**src/rtl/column_packer.sv**
```systemverilog
// Raster-order pixel stream to 3-pixel vertical columns for the conv kernel's column FIFO.
// Optional build macro: COLPACK_ZERO_PAD_EN (rows 0/1 also emit, with zero rows above the image).
`timescale 1ns/1ps
module column_packer #(
    parameter int DATA_W = 16,
    parameter int IMG_W  = 8,
    parameter int IMG_H  = 8
) (
    input  logic                  clk,
    input  logic                  reset,
    input  logic [DATA_W-1:0]     pix_in,
    input  logic                  pix_valid,
    output logic                  pix_ready,
    input  logic                  fifo_full,
    output logic [3*DATA_W-1:0]   col_out,
    output logic                  write_en,
    output logic                  frame_done
);

    localparam int CW = (IMG_W > 1) ? $clog2(IMG_W) : 1;
    localparam int RW = (IMG_H > 1) ? $clog2(IMG_H) : 1;
    localparam logic [CW-1:0] COL_LAST = CW'(IMG_W - 1);
    localparam logic [RW-1:0] ROW_LAST = RW'(IMG_H - 1);

    logic [CW-1:0]          col_cnt_q, col_cnt_d;
    logic [RW-1:0]          row_cnt_q, row_cnt_d;
    logic [3*DATA_W-1:0]    col_q, col_d;
    logic                   col_valid_q, col_valid_d;
    logic                   frame_done_q, frame_done_d;

    logic [DATA_W-1:0]      lb0 [IMG_W];
    logic [DATA_W-1:0]      lb1 [IMG_W];
    logic [DATA_W-1:0]      lb0_rd, lb1_rd;
    logic [DATA_W-1:0]      mid_slot, old_slot;
    logic                   accept, emit;

    // Single-entry output stage: a drain and a refill may happen in the same cycle.
    assign pix_ready  = !col_valid_q || !fifo_full;
    assign write_en   = col_valid_q && !fifo_full;
    assign accept     = pix_valid && pix_ready;
    assign col_out    = col_q;
    assign frame_done = frame_done_q;

    assign lb0_rd = lb0[col_cnt_q];
    assign lb1_rd = lb1[col_cnt_q];

`ifdef COLPACK_ZERO_PAD_EN
    assign emit     = 1'b1;
    assign mid_slot = (row_cnt_q != '0)       ? lb0_rd : '0;
    assign old_slot = (row_cnt_q >= RW'(2))   ? lb1_rd : '0;
`else
    assign emit     = (row_cnt_q >= RW'(2));
    assign mid_slot = lb0_rd;
    assign old_slot = lb1_rd;
`endif

    always_comb begin
        // NOTE: every always_comb output gets a default first so no path can infer a latch.
        col_cnt_d    = col_cnt_q;
        row_cnt_d    = row_cnt_q;
        col_d        = col_q;
        col_valid_d  = col_valid_q;
        frame_done_d = 1'b0;

        if (write_en) begin
            col_valid_d = 1'b0;
        end

        if (accept) begin
            if (emit) begin
                col_d       = {pix_in, mid_slot, old_slot};
                col_valid_d = 1'b1;
            end
            if (col_cnt_q == COL_LAST) begin
                col_cnt_d = '0;
                if (row_cnt_q == ROW_LAST) begin
                    row_cnt_d    = '0;
                    frame_done_d = 1'b1;
                end else begin
                    row_cnt_d = row_cnt_q + 1'b1;
                end
            end else begin
                col_cnt_d = col_cnt_q + 1'b1;
            end
        end
    end

    // NOTE: sequential state uses non-blocking assignments so all flops update from pre-edge values.
    always_ff @(posedge clk or negedge reset) begin
        if (!reset) begin
            col_cnt_q    <= '0;
            row_cnt_q    <= '0;
            col_q        <= '0;
            col_valid_q  <= 1'b0;
            frame_done_q <= 1'b0;
        end else begin
            col_cnt_q    <= col_cnt_d;
            row_cnt_q    <= row_cnt_d;
            col_q        <= col_d;
            col_valid_q  <= col_valid_d;
            frame_done_q <= frame_done_d;
        end
    end

    // NOTE: line buffers are left unreset; row_cnt gating keeps unwritten entries from ever being emitted.
    always_ff @(posedge clk) begin
        if (accept) begin
            lb1[col_cnt_q] <= lb0_rd;
            lb0[col_cnt_q] <= pix_in;
        end
    end

`ifndef SYNTHESIS
    a_hold_under_backpressure : assert property (
        @(posedge clk) disable iff (!reset)
        (col_valid_q && fifo_full) |=> (col_valid_q && $stable(col_q))
    );
`endif

endmodule

```
**config.mk**
```make
export PLATFORM = sky130hd
export DESIGN_NAME = column_packer
export DESIGN_NICKNAME = d
export VERILOG_FILES = /design/src/rtl/column_packer.sv
export SDC_FILE = /design/constraint.sdc
export NUM_CORES = 1
export LEC_CHECK = 0
export ABC_AREA = 1
export CAP_MARGIN = 40
export CORE_MARGIN = 1
export CORE_UTILIZATION = 54
export CTS_CLUSTER_SIZE = 16
export DETAILED_ROUTE_END_ITERATION = 6
export PLACE_DENSITY = 0.76
export REMOVE_ABC_BUFFERS = 1
export SLEW_MARGIN = 20
export SYNTH_ARGS = -nofsm -noshare
export SYNTH_HDL_FRONTEND = slang
export SYNTH_SLANG_ARGS = --single-unit
```
**constraint.sdc**
```tcl
create_clock -name clk -period 4.5 [get_ports clk]
set_input_delay 0.9 -clock clk [delete_from_list [all_inputs] [get_ports clk]]
set_output_delay 0.9 -clock clk [all_outputs]
set_load 0.01 [all_outputs]
```
Word level (Yosys, flattened, before mapping)
Memory sizes are Yosys's and may differ from the RTL's. A register that Yosys moved wholly into a read port is not among the register bits.
Cells that the tools add are included.
W data, S select, Z words.
- register bits after elaboration: 56
- memory bits (writable): 256
- output and inout bits: 51
- word-level logic and storage cells: 30
- memories kept: 2
- add/subtract/negate cells: 2
- $lt $le $gt $ge: 1
- equality and inequality tests: 2
- muxes and demuxes: 10
- reduce and logical (&&, ||, !) cells: 8
- memories (name ; depth ; bits a word ; rd ports ; clocked after Yosys merged registers in ; wr ports ; RTL line ; text):
    lb0 ; 8 ; 16 ; 1 ; 0 ; 1 ; 31 ; logic [DATA_W-1:0] lb0 [IMG_W];
    lb1 ; 8 ; 16 ; 1 ; 1 ; 1 ; 32 ; logic [DATA_W-1:0] lb1 [IMG_W];
- operators by type and width (operator ; number):
    $mux W1 ; 8
    $add A3 B1 Y3 const B ; 2
    $eq A3 B3 Y1 const B ; 2
    $mux W3 ; 2
    $reduce_and A2 Y1 ; 2
    $ge A3 B2 Y1 const B ; 1
    $logic_not A1 Y1 ; 3
    $logic_and A1 B1 Y1 ; 2
    $logic_or A1 B1 Y1 ; 1

Logic depth before layout (Yosys ltp)
Gate-level depths: netlist of the first run.
- word-level depth: 5
- mapped depth: 12
- gate-level depth less buffers: 9

Worst setup path after synthesis of the first run
Ideal clock, no wire load.
- path type: input to register
- from: in fifo_full
- to: mem lb0[7][0] (enable)
- setup time: 0.502 ns
- arrival time: 4.361 ns
- setup slack: -0.363 ns
- stages: 4
- cells stage by stage: nand2_1 nand2_1 buf_2 nor4_1
- longest elaborated chain between the ends: 5
- ends and longest elaborated chain (what ; RTL line ; text):
    start, declared ; 14 ; input logic fifo_full,
    $logic_not A1 Y1 ; 38 ; assign pix_ready = !col_valid_q || !fifo_full;
    $logic_or A1 B1 Y1 ; 38 ;
    $logic_and A1 B1 Y1 ; 40 ; assign accept = pix_valid && pix_ready;
    $mux W1 ; 107 ; if (accept) begin
    $mux W1 (implied by the code) ; 109 ; lb0[col_cnt_q] <= pix_in;
    end, declared ; 31 ;
Every way passes these cells.

Final worst setup path of the first run
- from: in fifo_full
- to: out write_en
- longest elaborated chain between the ends: 2
- ends and longest elaborated chain (what ; RTL line ; text):
    $logic_not A1 Y1 ; 39 ; assign write_en = col_valid_q && !fifo_full;
    $logic_and A1 B1 Y1 ; 39 ;
    end, declared ; 16 ; output logic write_en,
Every way passes these cells.

==> results.py, run 1 <==
metrics = {
    "status": {
        "run_status": "finished clean",
    },
    "grt": {
        "grt_pass1_wl_um": 43400,
        "grt.total_usage_pct": 23.2,
        "largest_net_degree_at_the_start_of_global_routing": 83,
        "antenna_found_initial": 0,
        "vias_in_the_first_global_route": 8273,
        "grt.overflow.total": 0,
    },
    "critical_path": {
        "criticalPathCategory": "in -> out",
        "worst_setup_path_end_kind": "primary output",
        "reg2reg_depth": 11,
        "worstPathRequired_ns": 3.60,
        "worst_ep_arrival_time_ns": 2.00,
        "worstSetupStartpointType": "primary input",
        "critPathMaxFanout": 2,
    },
    "timing": {
        "rsz_0062_raised_after_global_routing": "false",
        "timing.final.setup_violations": 0,
        "layout_setup_ws_ns": 1.60,
        "timing.final.crit_share_pct": 64.5,
        "max_clock_freq_ghz": 0.345,
        "worst_pin_slew_ns": 0.776,
        "timing_max_transition_violations_final": 0,
        "setup_skew_after_layout_ns": 0.00667,
        "worst_slew_margin_rel_pct": 48.3,
        "fin_crit_ns": 2.90,
        "hold_viol_final": 0,
    },
    "final_layout": {
        "layout.nets": 1310,
        "layout.cell_area.non_filler_sq_mm": 0.0147,
        "most_common_library_cell_in_the_layout_ignoring_fill_and_taps": "sky130_fd_sc_hd__nand2_1",
        "postLayoutCoreUtil_pct": 64.3,
        "n_antenna_cell": 0,
        "final_cell_count_no_fill": 1621,
        "n_fill_cell": 1737,
        "layout.cells.most_common_list": "sky130_fd_sc_hd__nand2_1 (777), sky130_fd_sc_hd__edfxtp_1 (256), sky130_fd_sc_hd__clkdlybuf4s50_1 (69)",
        "area_growth_syn_to_layout_pct": 15.3,
        "layout_cells_sized_above_1_pct": 6.27,
    },
    "synthesis": {
        "synth.area.top_cells": "sky130_fd_sc_hd__edfxtp_1 (60%), sky130_fd_sc_hd__nand2_1 (23%), sky130_fd_sc_hd__dfrtp_1 (11%), sky130_fd_sc_hd__buf_2 (1.3%), sky130_fd_sc_hd__nand4_1 (1.2%)",
        "synth_top_area_share_pct": 60.2,
        "ys_seq_elements": 312,
        "synthDominantAreaCellType": "sky130_fd_sc_hd__edfxtp_1",
        "syn_area_per_cell_sq_um": 10.5,
        "synth_sequential_area_ratio_pct": 71.1,
        "synthCells": 1219,
        "synth_area_sq_mm": 0.0128,
        "ys.warnings.count": 0,
        "synth.distinct_cells": 19,
    },
    "placed_design": {
        "dp.final_hpwl_um": 14500,
        "pre_cts_ws_ns": 1.49,
        "gp_congestion": 0.721,
        "placed_area_sq_mm": 0.0138,
        "place.port_buffers": 70,
        "cell_count_after_placement": 1564,
    },
    "clocking": {
        "ctsResizeCount": 0,
        "clk_pin_slew_worst_paths_ns": 0.06,
        "clock_latency_ns": 0.55,
        "htree_num_levels": 1,
        "clk_path_buf_depth": 3,
        "cts.repair_timing.setup_buffer_count": 0,
        "clock_sinks": 312,
        "tritoncts": "yes",
        "cts_root_buffer": "sky130_fd_sc_hd__clkbuf_16",
        "postCtsHoldBufs": 0,
        "cts_made_buffers": 30,
    },
    "floorplanning": {
        "io_pins": 71,
        "floorplan.die.width_um": 156,
        "initial_standard_cell_utilization_of_the_core_pct": 55.8,
        "dieArea_sq_mm": 0.0243,
        "core-area_sq_mm": 0.0229,
        "die_height_um": 156,
        "placementRows": 55,
    },
    "run": {
        "cap_violations": 0,
    },
    "routing": {
        "final_antenna_net_count": 0,
        "route.detailed.wl_per_inst_um": 16.7,
        "detailedRoute.firstPassIterationCount": 5,
        "dr_total_vias": 8517,
        "drcViolationCount": 0,
        "post_drt_via_cell_ratio": 5.25,
        "routed_wirelength_um": 27100,
        "first_iter_violations": 551,
    },
    "power": {
        "peakVddDrop_uv": 402,
        "totalPowerFinal_mw": 10.1,
        "total_leakage_power_nw": 6.33,
        "power_density_mw_per_mm2": 687,
    },
    "worst_hold_path": {
        "min-delay-path-class": "in -> async",
    },
}
[path summary, 6_finish.rpt]
kind,to,slack (ns),from
worst min-delay path,col_out[2]$_DFFE_PN0P_,0.40,reset
min in group clk,col_out[46]$_DFFE_PN0P_,0.47,col_out[46]$_DFFE_PN0P_
worst max-delay path,write_en,1.60,fifo_full
worst min register to register,col_out[46]$_DFFE_PN0P_,0.47,col_out[46]$_DFFE_PN0P_
max in group asynchronous,col_cnt_q[0]$_DFFE_PN0P_,3.68,reset
worst max register to register,col_out[19]$_DFFE_PN0P_,1.80,col_cnt_q[0]$_DFFE_PN0P_
[metal layers]
metal | up-vias | track usage [%] | share of wire, %
li1 | 4099 | - | -
met2 | 301 | 39.6 | 50
met3 | 55 | 2.53 | 5.8
met4 | 0 | 9.06 | 3.0
met1 | 4062 | 30.8 | 42
met5 | - | 0 | 0
[state kept, by name, summed over array words and instances (netlist names)]
register	count
lb0	128
lb1	128
col_out	48
col_cnt_q	3
row_cnt_q	3
col_valid_q	1
frame_done	1
[through the flow]
step	setup TNS [ns]	hold WS [ns]
4_1_cts	0	0.469
2_1_floorplan	-535.92	0.471
3_3_place_gp	0	0.457
5_1_grt	0	0.403
6_report	0	0.400
3_5_place_dp	0	0.463
[final cells by class]
| class | instances | area [sq um] | share of cell area (%) |
|---|---|---|---|
| Sequential cell | 312 | 9090 | 61.7 |
| Multi-Input combinational cell | 832 | 3310 | 22.5 |
| Timing Repair Buffer | 99 | 978 | 6.64 |
| Clock buffer | 46 | 842 | 5.72 |
| Tap cell | 313 | 392 | 2.66 |
| Clock inverter | 9 | 66.3 | 0.450 |
| Inverter | 10 | 41.3 | 0.280 |
[cells in the mapped netlist]
cell / number
sky130_fd_sc_hd__nand2_1: 777
sky130_fd_sc_hd__edfxtp_1: 256
sky130_fd_sc_hd__dfrtp_1: 56
sky130_fd_sc_hd__buf_2: 34
sky130_fd_sc_hd__nand4_1: 24
sky130_fd_sc_hd__buf_4: 12
sky130_fd_sc_hd__nor2_1: 9
sky130_fd_sc_hd__buf_6: 8
sky130_fd_sc_hd__clkbuf_1: 8
sky130_fd_sc_hd__nor4_1: 8
sky130_fd_sc_hd__inv_1: 7
sky130_fd_sc_hd__ha_1: 5
sky130_fd_sc_hd__o21ai_0: 5
sky130_fd_sc_hd__buf_1: 3
sky130_fd_sc_hd__inv_2: 2
sky130_fd_sc_hd__nand3_1: 2
sky130_fd_sc_hd__inv_4: 1
sky130_fd_sc_hd__nor2_2: 1
sky130_fd_sc_hd__nor3_1: 1
[worst max-delay path, stage by stage]
cell and delay [ns]:
sky130_fd_sc_hd__clkdlybuf4s50_1 0.43, sky130_fd_sc_hd__nor2_1 0.12, sky130_fd_sc_hd__clkdlybuf4s50_1 0.55
[logic make-up (layout without fill, tap and decap cells)]
kind of cell / after synthesis / after routing / share of synthesized area (%)
simple gates: 822 / 822 / 24.8
buf+inv: 75 / 164 / 3.38
flops: 312 / 312 / 71.1
compound gates: 5 / 5 / 0.196
fa+ha+maj: 5 / 5 / 0.490
[power by group]
group	leakage [nW]	internal, mW	switching, mW
clock	0.436	1.34	0.999
sequential	3.03	4.02	0.299
combinational	2.86	1.11	2.36
total	6.33	6.46	3.66
(Power assumes the default switching activity.)
==> run 2, diff against run 1 <==
==> constraint.sdc (replaced) <==
create_clock -name clk -period 2.5 [get_ports clk]
set_input_delay 0.5 -clock clk [delete_from_list [all_inputs] [get_ports clk]]
set_output_delay 0.5 -clock clk [all_outputs]
set_load 0.01 [all_outputs]
==> run 2 against run 1 <==
  * Core utilization rose by 1.1 points
  * Non-clock buffer count grew 11
  * Register-to-register slack got worse by 1.4 ns
  * Die area unchanged
  * Power grew 87%
  * Routed wire length is 1.7% higher
  * Critical path depth stayed put
  * Sequential share of layout area is 1.1 points lower
  * Largest cell class unchanged
  * Global-route usage rose by 0.19 points
==> results.py, run 2 (synthesis gave the netlist of run 1 again) <==
metrics = {
    "critical_path": {
        "worstPathRequired_ns": 2.00,
        "cpMaxStageDelayCell": "sky130_fd_sc_hd__clkdlybuf4s50_1",
        "critPathMaxFanout": 3,
        "criticalPathCategory": "in -> out",
        "ordered_list_of_cells_on_the_worst_path": "clkdlybuf4s50_1 -> nand2_1 -> clkdlybuf4s50_1",
        "worst_setup_path_end_kind": "primary output",
        "worstSetupStartpointType": "primary input",
        "crit_path_frequent_cell": "sky130_fd_sc_hd__clkdlybuf4s50_1",
        "worst_ep_arrival_time_ns": 1.57,
        "critPathMaxStageDelay_ns": 0.54,
    },
    "grt": {
        "largest_net_degree_at_the_start_of_global_routing": 76,
        "grt_pass1_wl_um": 44100,
        "antenna_found_initial": 0,
        "grt.overflow.total": 0,
        "grt.total_usage_pct": 23.4,
        "vias_in_the_first_global_route": 8531,
    },
    "routing": {
        "post_drt_via_cell_ratio": 5.30,
        "routed_wirelength_um": 27600,
        "route.detailed.wl_per_inst_um": 16.9,
        "met2WireLength_um": 13500,
        "met3RoutedLength_um": 2090,
        "drcViolationCount": 0,
        "final_antenna_net_count": 0,
        "detailedRoute.firstPassIterationCount": 5,
        "drt-met1-wl_um": 11400,
        "dr_total_vias": 8647,
        "dr.max_layer_used": "met4",
        "first_iter_violations": 704,
    },
    "placed_design": {
        "place.port_buffers": 70,
        "pre_cts_ws_ns": 0.230,
        "dp.final_hpwl_um": 16000,
        "cell_count_after_placement": 1575,
        "gp_congestion": 0.795,
        "placed_area_sq_mm": 0.0139,
    },
    "floorplanning": {
        "dieArea_sq_mm": 0.0243,
        "placementRows": 55,
        "core-area_sq_mm": 0.0229,
        "initial_standard_cell_utilization_of_the_core_pct": 55.8,
        "die_height_um": 156,
        "floorplan.die.width_um": 156,
        "io_pins": 71,
    },
    "timing": {
        "worst_slew_margin_rel_pct": 60.1,
        "timing.final.crit_share_pct": 82.7,
        "rsz_0062_raised_after_global_routing": "false",
        "timing.final.setup_violations": 0,
        "max_clock_freq_ghz": 0.484,
        "layout_setup_ws_ns": 0.433,
        "hold_viol_final": 0,
        "worst_pin_slew_ns": 0.598,
        "fin_crit_ns": 2.07,
        "timing_max_transition_violations_final": 0,
        "setup_skew_after_layout_ns": 0.0165,
    },
    "final_layout": {
        "final_cell_count_no_fill": 1633,
        "most_common_library_cell_in_the_layout_ignoring_fill_and_taps": "sky130_fd_sc_hd__nand2_1",
        "layout.cell_area.non_filler_sq_mm": 0.0150,
        "n_antenna_cell": 0,
        "layout.cells.most_common_list": "sky130_fd_sc_hd__nand2_1 (777), sky130_fd_sc_hd__edfxtp_1 (256), sky130_fd_sc_hd__clkdlybuf4s50_1 (69)",
        "area_growth_syn_to_layout_pct": 17.3,
        "layout_cells_sized_above_1_pct": 7.95,
        "n_fill_cell": 1659,
        "postLayoutCoreUtil_pct": 65.4,
        "layout.nets": 1321,
    },
    "clocking": {
        "cts_made_buffers": 30,
        "clock_latency_ns": 0.56,
        "clk_pin_slew_worst_paths_ns": 0.06,
        "clock_sinks": 312,
        "cts_root_buffer": "sky130_fd_sc_hd__clkbuf_16",
        "clk_path_buf_depth": 3,
        "tritoncts": "yes",
        "cts.repair_timing.setup_buffer_count": 0,
        "htree_num_levels": 1,
    },
    "worst_hold_path": {
        "min-delay-path-class": "reg -> reg",
    },
    "power": {
        "power_density_mw_per_mm2": 1270,
        "peakVddDrop_uv": 849,
        "totalPowerFinal_mw": 19.0,
        "total_leakage_power_nw": 6.45,
    },
    "run": {
        "cap_violations": 0,
    },
    "status": {
        "run_status": "finished clean",
    },
}
[run 2: changes by cell type in the layout (fill, tap and decap cells not counted), sizes merged]
cell,before,now
clkinv,8,6
clkbuf,46,39
buf,30,40
dlygate4sd3,0,1
clkinvlp,1,6
inv,9,11
bufinv,1,4
[run 2: final cells by class]
type | count | area (sq um) | area share [%]
inverters | 10 | 40.0 | 0.267
clock buffers | 39 | 836 | 5.58
repair buffers | 110 | 1110 | 7.41
flip-flops and latches | 312 | 9090 | 60.7
multi-input cells | 832 | 3310 | 22.1
clock inverters | 17 | 201 | 1.34
well taps | 313 | 392 | 2.61
[run 2: through the flow]
step | TNS [ns] | hold slack (ns)
6_report | 0 | 0.468
5_1_grt | 0 | 0.491
4_1_cts | 0 | 0.0606
3_5_place_dp | 0 | 0.458
3_3_place_gp | 0 | 0.454
2_1_floorplan | -1312.25 | 0.204
[run 2: critical path: cells and delay by family]
| family | cells | cell delay [ns] |
|---|---|---|
| buffers and inverters | 2 | 0.96 |
| and+or+nand+nor | 1 | 0.11 |
[run 2: final timing paths]
path	from	endpoint	slack, ns	depth (start not counted)
min in group asynchronous	reset	col_out[8]$_DFFE_PN0P_	0.50	3
max in group asynchronous	reset	col_cnt_q[0]$_DFFE_PN0P_	1.78	3
max reg2reg	col_cnt_q[0]$_DFFE_PN0P_	col_out[21]$_DFFE_PN0P_	0.45	10
min	col_out[33]$_DFFE_PN0P_	col_out[33]$_DFFE_PN0P_	0.47	2
min reg2reg	col_out[33]$_DFFE_PN0P_	col_out[33]$_DFFE_PN0P_	0.47	2
max	fifo_full	pix_ready	0.43	3
[run 2: power breakdown]
group          internal (mW)  total, mW  leakage [nW]  switching [mW]
registers               7.24       7.65          3.03           0.408
clock network           2.77       4.67         0.490            1.90
logic                   2.13       6.66          2.92            4.53
total                   12.1       19.0          6.45            6.83
[run 2: what timing repair did]
item | CTS | global route
gates resized for setup | 0 | 0
endpoints found under the hold margin | 0 | 56
hold buffers | 0 | 1
[run 2: per-layer routing]
layer | up-vias | GRT usage [%]
li1 | 4120 | -
met1 | 4108 | 31.8
met2 | 365 | 39.8
met3 | 54 | 2.94
met4 | 0 | 6.82
met5 | - | 0
